==> src/rtl/vx_fifo_pkg.sv <==
// Shared types and helpers for the FIFO read-side controller.
// The buffer index helper wraps at any depth, not only at powers of two.
package vx_fifo_pkg;

    localparam int unsigned RD_LATENCY_MAX = 3;

    typedef struct packed {
        logic pop;
        logic drop;
    } inflight_t;

    function automatic int unsigned wrap_inc(input int unsigned idx, input int unsigned depth);
        return (idx >= depth - 1) ? 0 : idx + 1;
    endfunction

endpackage

==> src/rtl/vx_fifo_reader_if.sv <==
// Upstream queue read port plus downstream valid/ready stream of the FIFO reader.
// The reader sits on the master side of this interface.
interface vx_fifo_reader_if #(
    parameter int DATAW = 32
);
    logic             fifo_empty;
    logic             fifo_pop;
    logic [DATAW-1:0] fifo_data;
    logic             valid_out;
    logic             ready_out;
    logic [DATAW-1:0] data_out;

    modport master (
        input  fifo_empty,
        input  fifo_data,
        input  ready_out,
        output fifo_pop,
        output valid_out,
        output data_out
    );

    modport slave (
        output fifo_empty,
        output fifo_data,
        output ready_out,
        input  fifo_pop,
        input  valid_out,
        input  data_out
    );
endinterface

==> src/rtl/vx_fifo_reader_obuf.sv <==
// Circular output buffer of the FIFO reader: head/tail indices, occupancy and a clear.
// Head is presented directly, so data appears one cycle after it is written.
module vx_fifo_reader_obuf
    import vx_fifo_pkg::*;
#(
    parameter int DATAW = 32,
    parameter int DEPTH = 2,
    localparam int IDXW = (DEPTH > 1) ? $clog2(DEPTH) : 1,
    localparam int OCCW = $clog2(DEPTH + 1)
) (
    input  logic             clk,
    input  logic             reset,
    input  logic             clear,
    input  logic             wr,
    input  logic [DATAW-1:0] wdata,
    input  logic             rd,
    output logic [DATAW-1:0] rdata,
    output logic [OCCW-1:0]  occ,
    output logic             valid
);

    logic [DATAW-1:0] mem [DEPTH];
    logic [IDXW-1:0]  head;
    logic [IDXW-1:0]  tail;
    logic [OCCW-1:0]  count;

    always_ff @(posedge clk or posedge reset) begin
        if (reset) begin
            head  <= '0;
            tail  <= '0;
            count <= '0;
        end else if (clear) begin
            head  <= '0;
            tail  <= '0;
            count <= '0;
        end else begin
            if (wr) begin
                tail <= IDXW'(wrap_inc(32'(tail), DEPTH));
            end
            if (rd) begin
                head <= IDXW'(wrap_inc(32'(head), DEPTH));
            end
            count <= count + OCCW'(wr) - OCCW'(rd);
        end
    end

    // Storage needs no reset: nothing is presented while count is zero.
    always_ff @(posedge clk) begin
        if (wr) begin
            mem[tail] <= wdata;
        end
    end

    assign rdata = mem[head];
    assign occ   = count;
    assign valid = (count != '0);

    a_no_overrun: assert property (@(posedge clk) disable iff (reset)
        wr |-> ((count - OCCW'(rd)) < OCCW'(DEPTH)));

endmodule

==> src/rtl/vx_fifo_reader.sv <==
// Read-side controller for a queue with fixed read latency, presenting a valid/ready stream.
// Pops are credited against buffer space so in-flight reads always have a slot on arrival.
module vx_fifo_reader
    import vx_fifo_pkg::*;
#(
    parameter int DATAW      = 32,
    parameter int RD_LATENCY = 1,
    parameter int OBUF_DEPTH = RD_LATENCY + 1,
    parameter int CNTW       = 32
) (
    input  logic                    clk,
    input  logic                    reset,
    vx_fifo_reader_if.master        bus,
    input  logic                    flush,
    output logic                    busy,
    output logic [CNTW-1:0]         delivered
);

    localparam int OCCW = $clog2(OBUF_DEPTH + 1);
    localparam int CRW  = $clog2(OBUF_DEPTH + RD_LATENCY + 1) + 1;

    if (RD_LATENCY < 0 || RD_LATENCY > int'(RD_LATENCY_MAX)) begin : g_bad_latency
        $error("vx_fifo_reader: RD_LATENCY out of range");
    end
    if (OBUF_DEPTH < RD_LATENCY + 1) begin : g_bad_depth
        $error("vx_fifo_reader: OBUF_DEPTH must be at least RD_LATENCY+1");
    end

    logic             fire;
    logic             pop_req;
    logic             capture;
    logic [OCCW-1:0]  occ;
    logic [CRW-1:0]   inflight;
    logic [CRW-1:0]   credit_used;

    assign fire = bus.valid_out && bus.ready_out;

    // The same-cycle handshake frees a slot, which keeps the stream bubble-free.
    assign credit_used = CRW'(occ) + inflight - CRW'(fire);
    assign pop_req     = !bus.fifo_empty && !flush && (credit_used < CRW'(OBUF_DEPTH));
    assign bus.fifo_pop = pop_req;

    if (RD_LATENCY == 0) begin : g_lat0
        assign capture  = pop_req;
        assign inflight = '0;
    end else begin : g_latn
        inflight_t sr [RD_LATENCY];

        always_ff @(posedge clk or posedge reset) begin
            if (reset) begin
                for (int k = 0; k < RD_LATENCY; k++) begin
                    sr[k] <= '0;
                end
            end else begin
                sr[0] <= '{pop: pop_req, drop: 1'b0};
                for (int k = 1; k < RD_LATENCY; k++) begin
                    sr[k] <= '{pop: sr[k-1].pop, drop: sr[k-1].drop | flush};
                end
            end
        end

        // An entry arriving during a flush is discarded like any marked one.
        assign capture = sr[RD_LATENCY-1].pop && !sr[RD_LATENCY-1].drop && !flush;

        always_comb begin
            inflight = '0;
            for (int k = 0; k < RD_LATENCY; k++) begin
                inflight = inflight + CRW'(sr[k].pop);
            end
        end
    end

    vx_fifo_reader_obuf #(
        .DATAW (DATAW),
        .DEPTH (OBUF_DEPTH)
    ) u_obuf (
        .clk   (clk),
        .reset (reset),
        .clear (flush),
        .wr    (capture),
        .wdata (bus.fifo_data),
        .rd    (fire),
        .rdata (bus.data_out),
        .occ   (occ),
        .valid (bus.valid_out)
    );

    assign busy = (occ != '0) || (inflight != '0);

    always_ff @(posedge clk or posedge reset) begin
        if (reset) begin
            delivered <= '0;
        end else begin
            delivered <= delivered + CNTW'(fire);
        end
    end

    a_no_pop_when_empty: assert property (@(posedge clk) disable iff (reset)
        bus.fifo_pop |-> !bus.fifo_empty);

endmodule
==> src/flat_wrapper.sv <==
// flat-port wrapper written by rule: the top's interface ports become plain ports
module vx_fifo_reader_flat import vx_fifo_pkg::*;
#(
    parameter int DATAW      = 32,
    parameter int RD_LATENCY = 1,
    parameter int OBUF_DEPTH = RD_LATENCY + 1,
    parameter int CNTW       = 32
)
  (clk, reset, flush, busy, delivered, bus_fifo_empty, bus_fifo_data, bus_ready_out, bus_fifo_pop, bus_valid_out, bus_data_out);
  vx_fifo_reader_if #(.DATAW(DATAW)) bus_i ();
  input  logic clk;
  input  logic reset;
  input  logic flush;
  output logic busy;
  output logic [CNTW-1:0] delivered;
  input wire logic [$bits(bus_i.fifo_empty)-1:0] bus_fifo_empty;
  input wire logic [$bits(bus_i.fifo_data)-1:0] bus_fifo_data;
  input wire logic [$bits(bus_i.ready_out)-1:0] bus_ready_out;
  output wire logic [$bits(bus_i.fifo_pop)-1:0] bus_fifo_pop;
  output wire logic [$bits(bus_i.valid_out)-1:0] bus_valid_out;
  output wire logic [$bits(bus_i.data_out)-1:0] bus_data_out;
  assign bus_i.fifo_empty = bus_fifo_empty;
  assign bus_i.fifo_data = bus_fifo_data;
  assign bus_i.ready_out = bus_ready_out;
  assign bus_fifo_pop = bus_i.fifo_pop;
  assign bus_valid_out = bus_i.valid_out;
  assign bus_data_out = bus_i.data_out;
  vx_fifo_reader #(.DATAW(DATAW), .RD_LATENCY(RD_LATENCY), .OBUF_DEPTH(OBUF_DEPTH), .CNTW(CNTW)) u_core (.clk(clk), .reset(reset), .bus(bus_i), .flush(flush), .busy(busy), .delivered(delivered));
endmodule
==> config.mk <==
export PLATFORM = sky130hd
export DESIGN_NAME = vx_fifo_reader_flat
export DESIGN_NICKNAME = d
export VERILOG_FILES = /design/src/rtl/vx_fifo_pkg.sv /design/src/rtl/vx_fifo_reader_if.sv /design/src/rtl/vx_fifo_reader_obuf.sv /design/src/rtl/vx_fifo_reader.sv /design/src/flat_wrapper.sv
export SDC_FILE = /design/constraint.sdc
export NUM_CORES = 1
export LEC_CHECK = 0
export CORE_ASPECT_RATIO = 1.4
export CORE_MARGIN = 2
export CORE_UTILIZATION = 40
export DETAILED_ROUTE_END_ITERATION = 8
export PLACE_DENSITY = 0.74
export SLEW_MARGIN = 20
export SYNTH_ARGS = -nofsm -noshare
export SYNTH_HDL_FRONTEND = slang
export SYNTH_SLANG_ARGS = --single-unit
==> constraint.sdc <==
create_clock -name clk -period 4.77 [get_ports clk]
set_clock_uncertainty 0.2 [all_clocks]
set_input_delay 0.954 -clock clk [delete_from_list [all_inputs] [get_ports clk]]
set_output_delay 0.954 -clock clk [all_outputs]
set_load 0.01 [all_outputs]
==> results of run 1 <==
## logic make-up after synthesis
| group | after synthesis | synth area share |
|---|---|---|
| xor+xnor | 36 | 0.07669 |
| simple gates | 66 | 0.1077 |
| flops | 101 | 0.6926 |
| buf+inv | 15 | 0.01826 |
| fa+ha+maj | 5 | 0.01704 |
| mux | 32 | 0.08765 |
## worst max-delay path, stage by stage
cell and delay [ns]:
clkdlybuf4s50_1 0.46, and2_1 0.21, nor2b_1 0.16, fa_1 0.41, xor2_1 0.15, nor4b_1 0.31, clkdlybuf4s50_1 0.60
## flip-flops by register name, summed over array words and instances, names as in the netlist
name / cells
u_core.u_obuf.mem: 64
u_core.delivered: 32
u_core.u_obuf.occ: 2
u_core.g_latn.sr: 1
u_core.u_obuf.head: 1
u_core.u_obuf.tail: 1
## stage by stage
step | worst slack [ns] | power [mW] | hold slack (ns)
2_1_floorplan | 1.322 | 1.350 | 0.3039
3_3_place_gp | 0.4176 | 1.642 | 0.2614
3_5_place_dp | 0.3383 | 1.654 | 0.2710
4_1_cts | 0.3360 | 2.419 | 0.2871
5_1_grt | 0.2024 | 2.495 | 0.3038
6_report | 0.3628 | 2.383 | 0.2767
## final cells by class
cell class,instances,area (sq um)
fillers,816,4345
flip-flops and latches,101,2848
well taps,135,168.9
inverters,7,26.28
multi-input cells,139,1204
repair buffers,105,1046
clock buffers,9,225.2
clock inverters,7,90.09
## routing by layer
layer	vias to the layer above	routed length (um)	track usage
li1	1136	-	-
met1	1198	3097	0.1622
met2	85	3910	0.2528
met3	9	799	0.06030
met4	0	114	0.05037
met5	-	0	0
## final timing paths
kind                            slack [ns]  cells after the start            startpoint              endpoint
min in group asynchronous             0.86                      2                 reset   u_core.g_latn.sr[1]
worst max-delay path                  0.36                      7         bus_ready_out          bus_fifo_pop
worst min-delay path                  0.28                      1  u_core.delivered[31]  u_core.delivered[31]
max in group asynchronous             2.77                      3                 reset   u_core.delivered[9]
worst max register to register        2.30                      8  u_core.u_obuf.occ[1]  u_core.delivered[28]
worst min register to register        0.28                      1  u_core.delivered[31]  u_core.delivered[31]
## power by group
| part | leakage [nW] | internal [mW] | switching (mW) |
|---|---|---|---|
| clock network | 0.143 | 0.456 | 0.302 |
| logic | 0.937 | 0.325 | 0.231 |
| registers | 1.08 | 1.03 | 0.0450 |
## cell usage in the layout (no fill, tap or decap), drive strengths merged, types with 5 or more instances in the layout
cell / netlist / routed
clkdlybuf4s50: 0 / 103
edfxtp: 64 / 64
dfrtp: 37 / 37
mux2: 32 / 32
xor2: 21 / 21
xnor2: 15 / 15
nor2: 12 / 12
nand2: 11 / 11
nand3: 10 / 10
clkbuf: 3 / 9
nor4: 8 / 8
inv: 7 / 7
nand4: 5 / 5
==> results_dict.tcl, run 1 <==
set metrics [dict create \
    status "completed" \
    viasPerCell 4.827 \
    cts_root_buffer "clkbuf_16" \
    hold_buffers 0 \
    start_kind "input port" \
    avgSynthCellArea_sq_um 16.12 \
    async_reset_ff_frac 0.3663 \
    dr.pass1.iters 4 \
    ys_seq_area_frac 0.6926 \
    crit_type "in -> out" \
    holdCritPathClass "reg -> reg" \
    grt_pass1_vias 2578 \
    fin_nets 405 \
    dieWidth_um 89.69 \
    power_density_mw_per_mm2 425.0 \
    synth_top_cell_by_area "edfxtp_1" \
    clk_path_buf_depth 2 \
    worstSkewPairLatency_ns 0.33 \
    start_util 0.4131 \
    cts_resized 0 \
    synth_fp_nets 297 \
    synth_area_leaders "edfxtp_1 47%, dfrtp_1 23%, mux2_2 8.8%" \
    hpwl_mm 5.541 \
    drc 0 \
    ir_worst_vdd_v 0.0001925 \
    ys_top_cells_by_count "64 x edfxtp_1, 37 x dfrtp_1, 32 x mux2_2" \
    rows 43 \
    cp_data_required_time_ns 3.62 \
    crit_arrival_ns 3.25 \
    grt_max_degree 33 \
    p_leak_nw 2.156 \
    port_buffers 103 \
    relSlewSlack 0.3760 \
    synth_top_area_frac 0.4674 \
    synth_warnings 0 \
    setup_viol 0 \
    synth-edff-count 64 \
    synth_most_common_cell "edfxtp_1" \
    place_congestion 0.7087 \
    post-route-util 0.5634 \
    routedWlPerCell_um 15.75 \
    fp.dieH_um 124.0 \
    dp_cells 487 \
    grt_setup_unrepaired "no" \
    grt_util_all_layers 0.1472 \
    ioPinCount 104 \
    critPathMaxFanout 3 \
    grt_pass1_wl_mm 12.36 \
    period_share 0.9239 \
    ys_seq_elements 101 \
    htreeDepth 3 \
    cts_setup_buffers 0 \
    max_freq_mhz 226.9 \
    hold_violations 0 \
    route.vias.total 2428 \
    die_area_sq_mm 0.01112 \
    grt-ovfl-total 0 \
    first_iter_violations 68 \
    synthCells 255 \
    fin_crit_ns 4.407 \
    clock_sinks 101 \
    end_kind "primary output" \
    yosysUniqueCellTypes 28 \
    tritoncts "done" \
    worst_slew_pin_slew_ns 0.9338 \
    ys.flop_type "edfxtp_1" \
    drive_gt1_frac 0.1712 \
    ant_nets 0 \
    drv_slew 0 \
    coreArea_sq_mm 0.009953 \
    place_area_sq_mm 0.005293 \
    syn-cell-area_sq_mm 0.004111 \
    grt_antenna_before_repair 0 \
    n_antenna_cell 0 \
    max-cap-violations 0 \
    finalSetupTns_ns 0 \
    final-instance-count-excl-fill 503 \
    clkTransAtPathRegs_ns 0.06 \
    finalInstanceArea_sq_mm 0.005608 \
    wl_mm 7.922 \
    numCtsBuffers 9 \
    area_delta_synth_final_pct 36.40 \
]
Power figures use the tool's default switching activity.
==> inputs of run 2 (changes only) <==
--- a/config.mk
+++ b/config.mk
@@ -7,9 +7,10 @@
 export LEC_CHECK = 0
 export CORE_ASPECT_RATIO = 1.4
 export CORE_MARGIN = 2
-export CORE_UTILIZATION = 40
+export CORE_UTILIZATION = 45
 export DETAILED_ROUTE_END_ITERATION = 8
-export PLACE_DENSITY = 0.74
+export PLACE_DENSITY = 0.81
+export RECOVER_POWER = 50
 export SLEW_MARGIN = 20
 export SYNTH_ARGS = -nofsm -noshare
 export SYNTH_HDL_FRONTEND = slang
==> run 2 against run 1 <==
The flow now finishes with violations (max-capacitance violations, max-slew violations). Wire length grew 0.67%. Sequential power barely moved. Worst setup slack worse by 0.12 ns. Critical endpoint unchanged. Highest routed layer unchanged.
==> results_dict.tcl, run 2 (same netlist as run 1, synthesis figures left out) <==
set metrics [dict create \
    status "finished with violations" \
    violations "max-capacitance violations, max-slew violations" \
    p_sw_frac 0.2471 \
    grt_antenna_before_repair 1 \
    worst_slew_pin_slew_ns 1.968 \
    path_buf_inv 2 \
    crit_arrival_ns 3.37 \
    route.vias.total 2420 \
    holdCritPathClass "reg -> reg" \
    worstSkewPairLatency_ns 0.33 \
    fp.dieH_um 117.1 \
    port_buffers 103 \
    fin_crit_ns 4.527 \
    hold_violations 0 \
    fin_nets 405 \
    ioPinCount 104 \
    period_share 0.9491 \
    cts_root_buffer "clkbuf_16" \
    net-switching-power_mw 0.5735 \
    finalInstanceArea_sq_mm 0.005545 \
    numCtsBuffers 9 \
    drc 0 \
    wl_mm 7.975 \
    dr.pass1.iters 4 \
    critPathCapture "bus_fifo_pop" \
    p_leak_nw 2.223 \
    cts_setup_buffers 0 \
    startpoint "bus_ready_out" \
    cp_data_required_time_ns 3.62 \
    ant_nets 0 \
    cp_num_cells 7 \
    grt_pass1_vias 2544 \
    end_kind "primary output" \
    first_iter_violations 102 \
    whs_path_depth 1 \
    critPathMaxFanout 3 \
    start_util 0.4606 \
    start_kind "input port" \
    pwr-share-comb 0.233 \
    area_delta_synth_final_pct 34.88 \
    largest-register "u_core.u_obuf.mem" \
    relSlewSlack -0.3120 \
    grt_max_degree 38 \
    max_freq_mhz 220.9 \
    cpMostUsedCell "clkdlybuf4s50_1" \
    grt_pass1_wl_mm 13.17 \
    die_area_sq_mm 0.009928 \
    htreeDepth 3 \
    drive_gt1_frac 0.1630 \
    place_congestion 0.7470 \
    dieWidth_um 84.79 \
    r2r_end "u_core.delivered[26]" \
    hpwl_mm 5.419 \
    clkTransAtPathRegs_ns 0.06 \
    routedWlPerCell_um 16.72 \
    drv_slew 38 \
    grt_util_all_layers 0.1705 \
    grt-ovfl-total 0 \
    final_cell_mix "64 x edfxtp_1, 60 x dlygate4sd3_1, 43 x clkdlybuf4s50_1, 37 x dfrtp_1, 32 x mux2_2" \
    ir_worst_vdd_v 0.0002205 \
    regToRegSetupSlack_ns 2.25 \
    cp_top_family "buffers and inverters" \
    grt_setup_unrepaired "no" \
    crit_slowest_cell "clkdlybuf4s50_1" \
    setup_viol 0 \
    final-instance-count-excl-fill 477 \
    crit_type "in -> out" \
    p_clk_frac 0.304 \
    rows 41 \
    place_area_sq_mm 0.005258 \
    finalSetupTns_ns 0 \
    largest_reg_flops 64 \
    dp_cells 459 \
    viasPerCell 5.073 \
    tritoncts "done" \
    final_common_cell "edfxtp_1" \
    seq_power_share 0.463 \
    cts_resized 0 \
    cp_cell_sequence "clkdlybuf4s50_1, and2_1, nor2b_1, fa_1, xor2_1, nor4b_1, clkdlybuf4s50_1" \
    clk_path_buf_depth 2 \
    coreArea_sq_mm 0.008926 \
    r2r_cells 8 \
    r2r_start "u_core.u_obuf.occ[1]" \
    power_density_mw_per_mm2 418.6 \
    max-cap-violations 1 \
    max_stage_delay_ns 0.65 \
    p_int_mw 1.748 \
    hold_buffers 0 \
    clock_sinks 101 \
]
-- run 2: cell type report --
| type | count | area (sq um) |
|---|---|---|
| Fill cell | 706 | 3381 |
| Sequential cell | 101 | 2848 |
| Multi-Input combinational cell | 139 | 1204 |
| Timing Repair Buffer | 105 | 1042 |
| Clock buffer | 13 | 240.2 |
| Tap cell | 107 | 133.9 |
| Clock inverter | 3 | 46.29 |
| Inverter | 7 | 26.28 |
| Antenna cell | 2 | 5.005 |
-- run 2: how the worst min path moves through the flow --
stage                                 to  slack (ns)            startpoint
floorplan           u_core.delivered[31]        0.30  u_core.delivered[31]
global placement    u_core.delivered[31]        0.26  u_core.delivered[31]
detailed placement  u_core.delivered[31]        0.26  u_core.delivered[31]
CTS                 u_core.delivered[31]        0.28  u_core.delivered[31]
global route        u_core.delivered[31]        0.30  u_core.delivered[31]
finish              u_core.delivered[31]        0.27  u_core.delivered[31]
-- run 2: power by group through the flow --
stage | clock network [mW] | logic [mW] | registers, mW
final | 0.705 | 0.542 | 1.07
after global routing | 0.765 | 0.589 | 1.08
after CTS | 0.726 | 0.565 | 1.08
after detailed placement | 0 | 0.561 | 1.09
after global placement | 0 | 0.551 | 1.08
after floorplan | 0 | 0.265 | 1.08
-- run 2: stage by stage --
step                      total power, mW  setup slack, ns  utilization  hold slack, ns
after floorplan                     1.350            1.322            -          0.3039
after global placement              1.636           0.2671       0.5890          0.2617
after detailed placement            1.653           0.2866       0.5890          0.2553
after CTS                           2.368           0.1928       0.6211          0.2758
after global routing                2.438          0.03126       0.6210          0.2992
final                               2.321           0.2430       0.6213          0.2714
-- run 2: layer usage --
layer / global-route usage / part of all wire / up-vias
li1: - / - / 1138
met1: 0.2172 / 0.43 / 1179
met2: 0.2745 / 0.48 / 92
met3: 0.05820 / 0.078 / 11
met4: 0.06032 / 0.013 / 0
met5: 0 / 0 / -
-- run 2: worst register-to-register path, cell delays in order (launching register included) --
cell     delay (ns)
dfrtp_1        0.45
or2_2          0.17
and2_1         0.18
ha_1           0.22
ha_1           0.20
and3_1         0.31
nand4_4        0.25
nor4_2         0.26
xor2_1         0.18
==> inputs of run 3 (changes only) <==
--- a/config.mk
+++ b/config.mk
@@ -5,11 +5,13 @@
 export SDC_FILE = /design/constraint.sdc
 export NUM_CORES = 1
 export LEC_CHECK = 0
+export CELL_PAD_IN_SITES_DETAIL_PLACEMENT = 0
+export CELL_PAD_IN_SITES_GLOBAL_PLACEMENT = 1
 export CORE_ASPECT_RATIO = 1.4
 export CORE_MARGIN = 2
-export CORE_UTILIZATION = 45
+export CORE_UTILIZATION = 43
 export DETAILED_ROUTE_END_ITERATION = 8
-export PLACE_DENSITY = 0.81
+export PLACE_DENSITY = 0.92
 export RECOVER_POWER = 50
 export SLEW_MARGIN = 20
 export SYNTH_ARGS = -nofsm -noshare
==> run 3 against run 2 <==
Maximum frequency about the same. Critical endpoint unchanged. The run still ends with max-capacitance violations, max-slew violations left. Highest routed layer unchanged. First-iteration DRC count decreased by 18%. Wire length decreased by 2.7%.
==> results_dict.tcl, run 3 (same netlist as run 1, synthesis figures left out) <==
set metrics [dict create \
    status "finished with violations" \
    violations "max-capacitance violations, max-slew violations" \
    clkTransAtPathRegs_ns 0.07 \
    final_cell_mix "64 x edfxtp_1, 63 x clkdlybuf4s50_1, 40 x dlygate4sd3_1, 37 x dfrtp_1, 32 x mux2_2" \
    final_common_cell "edfxtp_1" \
    area_delta_synth_final_pct 34.94 \
    clk_path_buf_depth 2 \
    start_kind "input port" \
    worst_slew_pin_slew_ns 1.999 \
    fin_crit_ns 4.523 \
    ioPinCount 104 \
    worstSkewPairLatency_ns 0.34 \
    crit_type "in -> out" \
    route.vias.total 2436 \
    critPathCapture "bus_fifo_pop" \
    r2r_end "u_core.u_obuf.mem[0][24]" \
    end_kind "primary output" \
    fin_nets 407 \
    cp_data_required_time_ns 3.62 \
    clock_sinks 101 \
    hpwl_mm 5.232 \
    tritoncts "done" \
    fp.dieH_um 119.7 \
    first_iter_violations 84 \
    crit_arrival_ns 3.37 \
    path_buf_inv 2 \
    r2r_start "u_core.g_latn.sr[1]" \
    grt-ovfl-total 0 \
    dr.pass1.iters 4 \
    p_leak_nw 2.171 \
    cpMostUsedCell "clkdlybuf4s50_1" \
    cp_cell_sequence "clkdlybuf4s50_1, and2_0, nor2b_1, fa_1, xor2_1, nor4b_1, clkdlybuf4s50_1" \
    period_share 0.9482 \
    hold_buffers 0 \
    numCtsBuffers 9 \
    largest-register "u_core.u_obuf.mem" \
    critPathMaxFanout 3 \
    drv_slew 104 \
    viasPerCell 5.075 \
    drive_gt1_frac 0.1676 \
    r2r_cells 3 \
    grt_pass1_wl_mm 12.36 \
    cts_resized 0 \
    largest_reg_flops 64 \
    ant_nets 0 \
    drc 0 \
    regToRegSetupSlack_ns 2.14 \
    setup_viol 0 \
    start_util 0.4371 \
    place_congestion 0.7800 \
    wl_mm 7.761 \
    power_density_mw_per_mm2 419.2 \
    rows 42 \
    port_buffers 103 \
    grt_setup_unrepaired "no" \
    coreArea_sq_mm 0.009407 \
    cp_top_family "buffers and inverters" \
    ir_worst_vdd_v 0.0002025 \
    fillCellCount 756 \
    grt_max_degree 38 \
    n_antenna_cell 0 \
    holdCritPathClass "reg -> reg" \
    max-cap-violations 3 \
    hold_violations 0 \
    die_area_sq_mm 0.01037 \
    grt_antenna_before_repair 0 \
    cp_num_cells 7 \
    routedWlPerCell_um 16.17 \
    grt_pass1_vias 2497 \
    crit_slowest_cell "clkdlybuf4s50_1" \
    relSlewSlack -0.3323 \
    finalSetupTns_ns 0 \
    startpoint "bus_ready_out" \
    max_stage_delay_ns 0.62 \
    dieWidth_um 86.64 \
    grt_util_all_layers 0.1556 \
    max_freq_mhz 221.1 \
    htreeDepth 3 \
    cts_root_buffer "clkbuf_16" \
    cts_setup_buffers 0 \
    post-route-util 0.5898 \
]
[run 3: changes by cell type in the layout (fill, tap and decap cells not counted), sizes merged]
cell	before	now
dlygate4sd3	60	40
diode	2	0
inv	7	8
clkinv	1	2
clkdlybuf4s50	43	63
[run 3: how the worst min path moves through the flow]
stage	start	end	depth (start not counted)
final	u_core.delivered[31]	u_core.delivered[31]	1
after global routing	u_core.delivered[31]	u_core.delivered[31]	1
after CTS	u_core.delivered[31]	u_core.delivered[31]	1
after detailed placement	u_core.delivered[31]	u_core.delivered[31]	1
after global placement	u_core.delivered[31]	u_core.delivered[31]	1
after floorplan	u_core.delivered[31]	u_core.delivered[31]	1
[run 3: cell type report]
class	instances	area (sq um)	area share
clock buffers	11	232.7	0.04195
clock inverters	5	60.06	0.01083
inverters	7	26.28	0.004736
multi-input cells	139	1194	0.2152
flip-flops and latches	101	2848	0.5133
well taps	110	137.6	0.02481
repair buffers	107	1050	0.1892
[run 3: layer usage]
metal	track usage	vias to the layer above	wire length [um]
met5	0	-	0
met2	0.2548	95	3840
met1	0.1937	1195	3332
li1	-	1139	-
met4	0.06152	0	102
met3	0.04333	7	485
[run 3: report_power, final]
group	switching, mW	total (mW)	internal [mW]
combinational	0.221	0.537	0.316
sequential	0.0456	1.07	1.03
clock	0.307	0.716	0.409
[run 3: stage by stage]
step	hold WS, ns	power, mW	setup slack (ns)	cells	cell area (sq um)
2_1_floorplan	0.3039	1.350	1.322	255	4111
3_3_place_gp	0.2612	1.625	0.4142	464	5266
3_5_place_dp	0.2595	1.642	0.2622	464	5266
4_1_cts	0.2751	2.367	0.2606	480	5559
5_1_grt	0.2845	2.438	0.1077	480	5548
6_report	0.2669	2.325	0.2472	480	5548
